===== config.mk =====
export PLATFORM = sky130hd
export DESIGN_NAME = piso_serializer
export DESIGN_NICKNAME = d
export VERILOG_FILES = /design/src/rtl/piso_serializer.sv
export SDC_FILE = /design/constraint.sdc
export NUM_CORES = 1
export LEC_CHECK = 0
export CAP_MARGIN = 20
export CORE_UTILIZATION = 51
export DETAILED_ROUTE_END_ITERATION = 8
export GPL_ROUTABILITY_DRIVEN = 0
export GPL_TIMING_DRIVEN = 1
export PLACE_DENSITY_LB_ADDON = 0.12
export SYNTH_ARGS = -nofsm -noshare
export SYNTH_HDL_FRONTEND = slang
export SYNTH_SLANG_ARGS = --single-unit

===== constraint.sdc =====
create_clock -name clk -period 2.57 [get_ports clk]
set_clock_uncertainty 0.05 [all_clocks]
set_input_delay 0.514 -clock clk [delete_from_list [all_inputs] [get_ports clk]]
set_output_delay 0.514 -clock clk [all_outputs]
set_load 0.01 [all_outputs]

===== src/rtl/piso_serializer.sv =====
// Parallel-in, serial-out shifter with valid/ready handshakes on both sides.
// One word is loaded from IDLE, then shifted out one bit per downstream transfer.
module piso_serializer #(
   parameter int WIDTH     = 32,
   parameter bit MSB_FIRST = 1'b1
) (
   input  logic             clk,
   input  logic             rst,
   input  logic             in_valid,
   input  logic [WIDTH-1:0] din,
   output logic             in_ready,
   output logic             s_valid,
   output logic             s_data,
   output logic             s_last,
   input  logic             s_ready,
   output logic [7:0]       word_cnt
);

   localparam int CW = $clog2(WIDTH);
   localparam logic [CW-1:0] LAST_IDX = CW'(WIDTH - 1);

   typedef enum logic {
      IDLE  = 1'b0,
      SHIFT = 1'b1
   } state_t;

   state_t           r_state;
   logic [WIDTH-1:0] r_sreg;
   logic [CW-1:0]    r_bit_cnt;
   logic [7:0]       r_word_cnt;
   logic             r_in_ready;

   logic             w_in_shift;
   logic             w_last;
   logic             w_out_bit;
   logic [WIDTH-1:0] w_shifted;

   // The output end of the register depends on bit order; zeros enter from the far end.
   generate
      if (MSB_FIRST) begin : g_msb
         assign w_out_bit = r_sreg[WIDTH-1];
         assign w_shifted = {r_sreg[WIDTH-2:0], 1'b0};
      end else begin : g_lsb
         assign w_out_bit = r_sreg[0];
         assign w_shifted = {1'b0, r_sreg[WIDTH-1:1]};
      end
   endgenerate

   assign w_in_shift = (r_state == SHIFT);
   assign w_last     = w_in_shift && (r_bit_cnt == LAST_IDX);

   assign in_ready = r_in_ready;
   assign s_valid  = w_in_shift;
   assign s_data   = w_out_bit;
   assign s_last   = w_last;
   assign word_cnt = r_word_cnt;

   // in_ready is its own register so it stays low while reset is held and rises on the first edge after.
   always_ff @(posedge clk or negedge rst) begin
      if (!rst) begin
         r_state    <= IDLE;
         r_sreg     <= '0;
         r_bit_cnt  <= '0;
         r_word_cnt <= 8'd0;
         r_in_ready <= 1'b0;
      end else begin
         case (r_state)
            IDLE: begin
               r_in_ready <= 1'b1;
               if (r_in_ready && in_valid) begin
                  r_sreg     <= din;
                  r_bit_cnt  <= '0;
                  r_in_ready <= 1'b0;
                  r_state    <= SHIFT;
               end
            end
            SHIFT: begin
               if (s_ready) begin
                  if (w_last) begin
                     r_sreg     <= '0;
                     r_bit_cnt  <= '0;
                     r_word_cnt <= r_word_cnt + 8'd1;
                     r_in_ready <= 1'b1;
                     r_state    <= IDLE;
                  end else begin
                     r_sreg    <= w_shifted;
                     r_bit_cnt <= r_bit_cnt + CW'(1);
                  end
               end
            end
            default: r_state <= IDLE;
         endcase
      end
   end

endmodule


Yosys cells after proc, flatten, opt, wreduce, memory -nomap -nowiden. Index checks and enable logic that the tools add are counted. Widths: inputs -> output; s select.

Add/subtract/negate cells: 2. Equality and inequality tests: 4. Muxes and demuxes: 16. Bitwise gates (word level): 1. Reduce and logical (&&, ||, !) cells: 5.

Operators with widths (number): $mux 32 (3); $pmux 32 s2 (1); $mux 5 (3); $pmux 5 s2 (1); $add 8x1->8 const B (1); $mux 1 (6); $ne 2x2->1 const B (3); $add 5x1->5 const B (1); $eq 5x5->1 const B (1); $pmux 1 s2 (2); $reduce_and 2->1 (2); $reduce_and 3->1 (1); $logic_and 1x1->1 (2); $not 1->1 (1).

Register bits after elaboration: 47. Bits of input ports: 36. Output and inout port bits: 12.

Logic depth before layout (Yosys ltp). Gate-level depths: netlist of the first run.

Word-level depth: 5. Gate-level depth with buffers: 8.

Worst setup path after synthesis of the first run. Ideal clock, no wire load.

Path kind: reg2reg. Start: register r_bit_cnt[0]. End: register r_sreg[10]. Library setup time: 0.125 ns. Arrival time: 1.600 ns. Setup slack: 0.795 ns. Stages on the path, launching flop included: 9. Clock period less this slack: 1.775 ns. Cells stage by stage: dfrtp_1 -> ha_1 -> and3_1 -> ha_1 -> nor2b_1 -> buf_6 -> buf_6 -> a22o_1 -> mux2_4.

Word-level cells in the longest chain between the ends: 5.

RTL lines: start, declared (RTL line 29) `logic [CW-1:0] r_bit_cnt;`; start signal, assigned (RTL line 87) `r_bit_cnt <= r_bit_cnt + CW'(1);`; $eq 5x5->1 (RTL line 50) `assign w_last = w_in_shift && (r_bit_cnt == LAST_IDX);`; $logic_and 1x1->1 (RTL line 50); $mux 32 (RTL line 79) `if (w_last) begin`; $mux 32 (RTL line 78) `if (s_ready) begin`; $pmux 32 s2 (RTL line 67) `case (r_state)`; end signal, assigned (RTL line 71) `r_sreg <= din;`; end signal, assigned (RTL line 86) `r_sreg <= w_shifted;`; end, declared (RTL line 28) `logic [WIDTH-1:0] r_sreg;`.

No other way between the ends. The select of a mux whose other input is x is not followed. A chain may end at the register's enable or synchronous reset.

Final worst setup path of the first run.
Start: register r_bit_cnt[0]. End: output s_last.

Word-level cells in the longest chain between the ends: 2.

RTL lines: $eq 5x5->1 (RTL line 50); $logic_and 1x1->1 (RTL line 50); end, declared (RTL line 14) `output logic s_last,`.

No other way between the ends.

==> results of run 1 <==
## flip-flops by register name, summed over array words and instances, names as in the netlist
| name | flops |
|---|---|
| r_bit_cnt | 5 |
| r_sreg | 32 |
| s_valid | 1 |
| word_cnt | 8 |
| in_ready | 1 |
## logic make-up (layout without fill, tap and decap cells)
kind of cell	Yosys count	in the layout
xor gates and xnor gates	7	7
DFF	47	47
adders and majority gates	3	3
AOI/OAI and AO/OA	39	39
muxes	37	37
and+or+nand+nor	24	24
buffers and inverters	18	64
## Yosys cell counts (2+ instances only)
cell / number / area (µm²)
mux2_4: 28 / 420.4
dfrtp_1: 47 / 1176
xor2_1: 2 / 17.52
nor3_1: 2 / 10.01
mux2i_1: 4 / 40.04
a22o_1: 33 / 289.0
mux2_2: 5 / 56.30
xnor2_1: 5 / 43.79
nor2b_1: 2 / 12.51
nand3_1: 3 / 15.01
buf_12: 3 / 60.06
buf_6: 6 / 67.56
and3_1: 2 / 12.51
nand4_1: 4 / 25.02
clkbuf_1: 4 / 15.01
ha_1: 3 / 37.54
nand2_1: 8 / 30.03
inv_1: 4 / 15.01
## layout make-up
type                    count  area, µm²
fillers                   330       1461
flip-flops and latches     47       1176
multi-input cells         110       1081
repair buffers             52      528.0
clock buffers               6      82.58
well taps                  52      65.06
clock inverters             2      35.03
inverters                   4      15.01
## worst reg2reg max path, stage by stage (launching register included)
cell and delay [ns]:
dfrtp_1 0.42, ha_1 0.23, and3_1 0.19, ha_2 0.20, nor2b_2 0.14, buf_4 0.36, a22o_1 0.20, mux2_2 0.16
## worst paths after layout
path,slack [ns],to
worst max-delay path,0.07,s_last
worst min-delay path,0.1,r_sreg[17]
worst max register to register,0.57,r_sreg[28]
worst min register to register,0.43,word_cnt[7]
max in group asynchronous,1.65,r_sreg[25]
min in group clk,0.43,word_cnt[7]
## power groups by stage
stage / Sequential [mW] / Clock [mW] / Combinational (mW)
2_1_floorplan: 1.20 / 0 / 1.41
3_3_place_gp: 1.23 / 0 / 1.55
3_5_place_dp: 1.25 / 0 / 1.62
4_1_cts: 1.24 / 0.572 / 1.64
5_1_grt: 1.27 / 0.607 / 1.76
6_report: 1.24 / 0.554 / 1.63
## stage by stage
step | hold slack, ns | instance area, µm² | cells
global route | 0.1364 | 2983 | 273
floorplan | 0.1684 | 2414 | 175
CTS | 0.1062 | 2980 | 273
finish | 0.09949 | 2983 | 273
global placement | 0.4136 | 2863 | 265
detailed placement | 0.4154 | 2863 | 265
## layer usage
metal  GRT usage, %  up-vias  part of all wire [%]
li1               -      729                     -
met5              0        -                     0
met1          26.99      789                    44
met2          35.04       35                    51
met3          4.274        6                   3.5
met4          6.667        0                   1.4
==> metrics.cfg, run 1 <==
[placed_design]
post-dp-hpwl_um = 3190
portBuffers = 47
pre_cts_ws_ns = 0.3311

[synthesis]
synth_edf_count = 0
synth-xor-area-share_pct = 2.540
synth_mux_area_share_pct = 21.41
ys_warn_count = 0
synth_top_family_by_area = multiplexers
synth-simple-area-share_pct = 5.288
synthArstFlopShare_pct = 100.0
synthFlopType = dfrtp_1
synth.distinct_cells = 28
syn-instance-count = 175
synth-compound-area-share_pct = 13.74
ys_ff_latch = 47
seq_area_frac_synth_pct = 48.73
synth-adder-area-share_pct = 1.555
syn_area_mm2 = 0.002414
postSynthAreaPerCell_um2 = 13.79
synthesis.nets = 214

[timing]
finalMaxSlewViolations = 0
finalWorstSetupSlack_ns = 0.06737
hold_viol = 0
slew_headroom_pct = 39.22
fmax_mhz = 399.6
rsz0062_at_grt = false
tns_ns = 0
worst_slew_pin_slew_ns = 0.9106
finalCritPeriodShare_pct = 97.38
setup_violations = 0
period_needed_ns = 2.503

[drt]
finalWirelength_um = 4702
remaining_drc_errors = 2
vias_per_cell = 5.711
ant_nets = 0
wl_per_cell_um = 17.22
firstDrtPassIters = 8
drtIter0Drc = 79
dr_total_vias = 1559

[critical_path]
arrival_ns = 1.94
crit_chain = ha_1, and3_1, ha_2, and2_1, clkdlybuf4s50_1
critPathSlowestCell = clkdlybuf4s50_1
cp_top_family = buffers and inverters
required_ns = 2.01
worst_setup_path_start_kind = flip-flop
slowest_delay_ns = 0.47
path_buf_inv = 1
crit_type = reg2out
startpoint = r_bit_cnt[0]
cp-end-kind = primary output
reg2regPathDepth = 7
path_depth = 5
cp_max_fo = 5
r2r-start = r_bit_cnt[0]

[layout]
final_util_pct = 67.12
syn_to_final_growth_pct = 23.59
mostFrequentLayoutCells = dfrtp_1 (47), clkdlybuf4s50_1 (46), a22o_1 (33)
layout-drive-gt1-share_pct = 23.53
final_nets = 259
layout_commonest_cell = dfrtp_1
num_antenna_cells = 0

[floorplan]
die_h_um = 70.80
die_w_um = 70.80
rows = 24
die-area_mm2 = 0.005012
initial_core_util_pct = 54.31
coreArea_mm2 = 0.004444
io_pins = 48

[pwr]
switching_power_mw = 1.070
vdd_drop_max_mv = 0.6743
p_leak_nw = 1.426
p_comb_share_pct = 47.5
power_mw = 3.423
seq_power_share_pct = 36.3
p_int_mw = 2.353
swShare_pct = 31.27
pwr-share-clk_pct = 16.2
p_per_area_mw_per_mm2 = 1148

[global_routing]
grt_max_degree = 36
overflow = 0
grt_pass1_wl_um = 8079
grt_pass1_vias = 1633
antenna_found_initial = 0
track_usage_pct = 20.77

[clock_network]
cts_tree = yes
cts_num_sinks = 47
cts_hold_buffers = 0
numCtsBuffers = 5
ctsResizeCount = 0
htree_levels = 2
clk-insertion-delay-late_ns = 0.30
clkTransAtPathRegs_ns = 0.08
ctsLongestPathBuffers = 2
post-cts-setup-buffer-count = 0
cts_root_buf = clkbuf_8

[run_status]
failed_checks = DRC
run_status = finished, violations left

[job]
cap_viol_max_count = 0

[worst_hold_path]
hold_class = in2async

No activity file was read; power rests on OpenSTA's default activity.
==> run 2: changes to the inputs <==
--- a/config.mk
+++ b/config.mk
@@ -6,7 +6,9 @@
 export NUM_CORES = 1
 export LEC_CHECK = 0
 export CAP_MARGIN = 20
+export CORE_MARGIN = 1
 export CORE_UTILIZATION = 51
+export CTS_BUF_LIST = sky130_fd_sc_hd__clkbuf_4 sky130_fd_sc_hd__clkbuf_8 sky130_fd_sc_hd__clkbuf_16
 export DETAILED_ROUTE_END_ITERATION = 8
 export GPL_ROUTABILITY_DRIVEN = 0
 export GPL_TIMING_DRIVEN = 1
==> results of run 2 <==
Same layout as run 1: the final DEF is identical, and so are final timing and power.
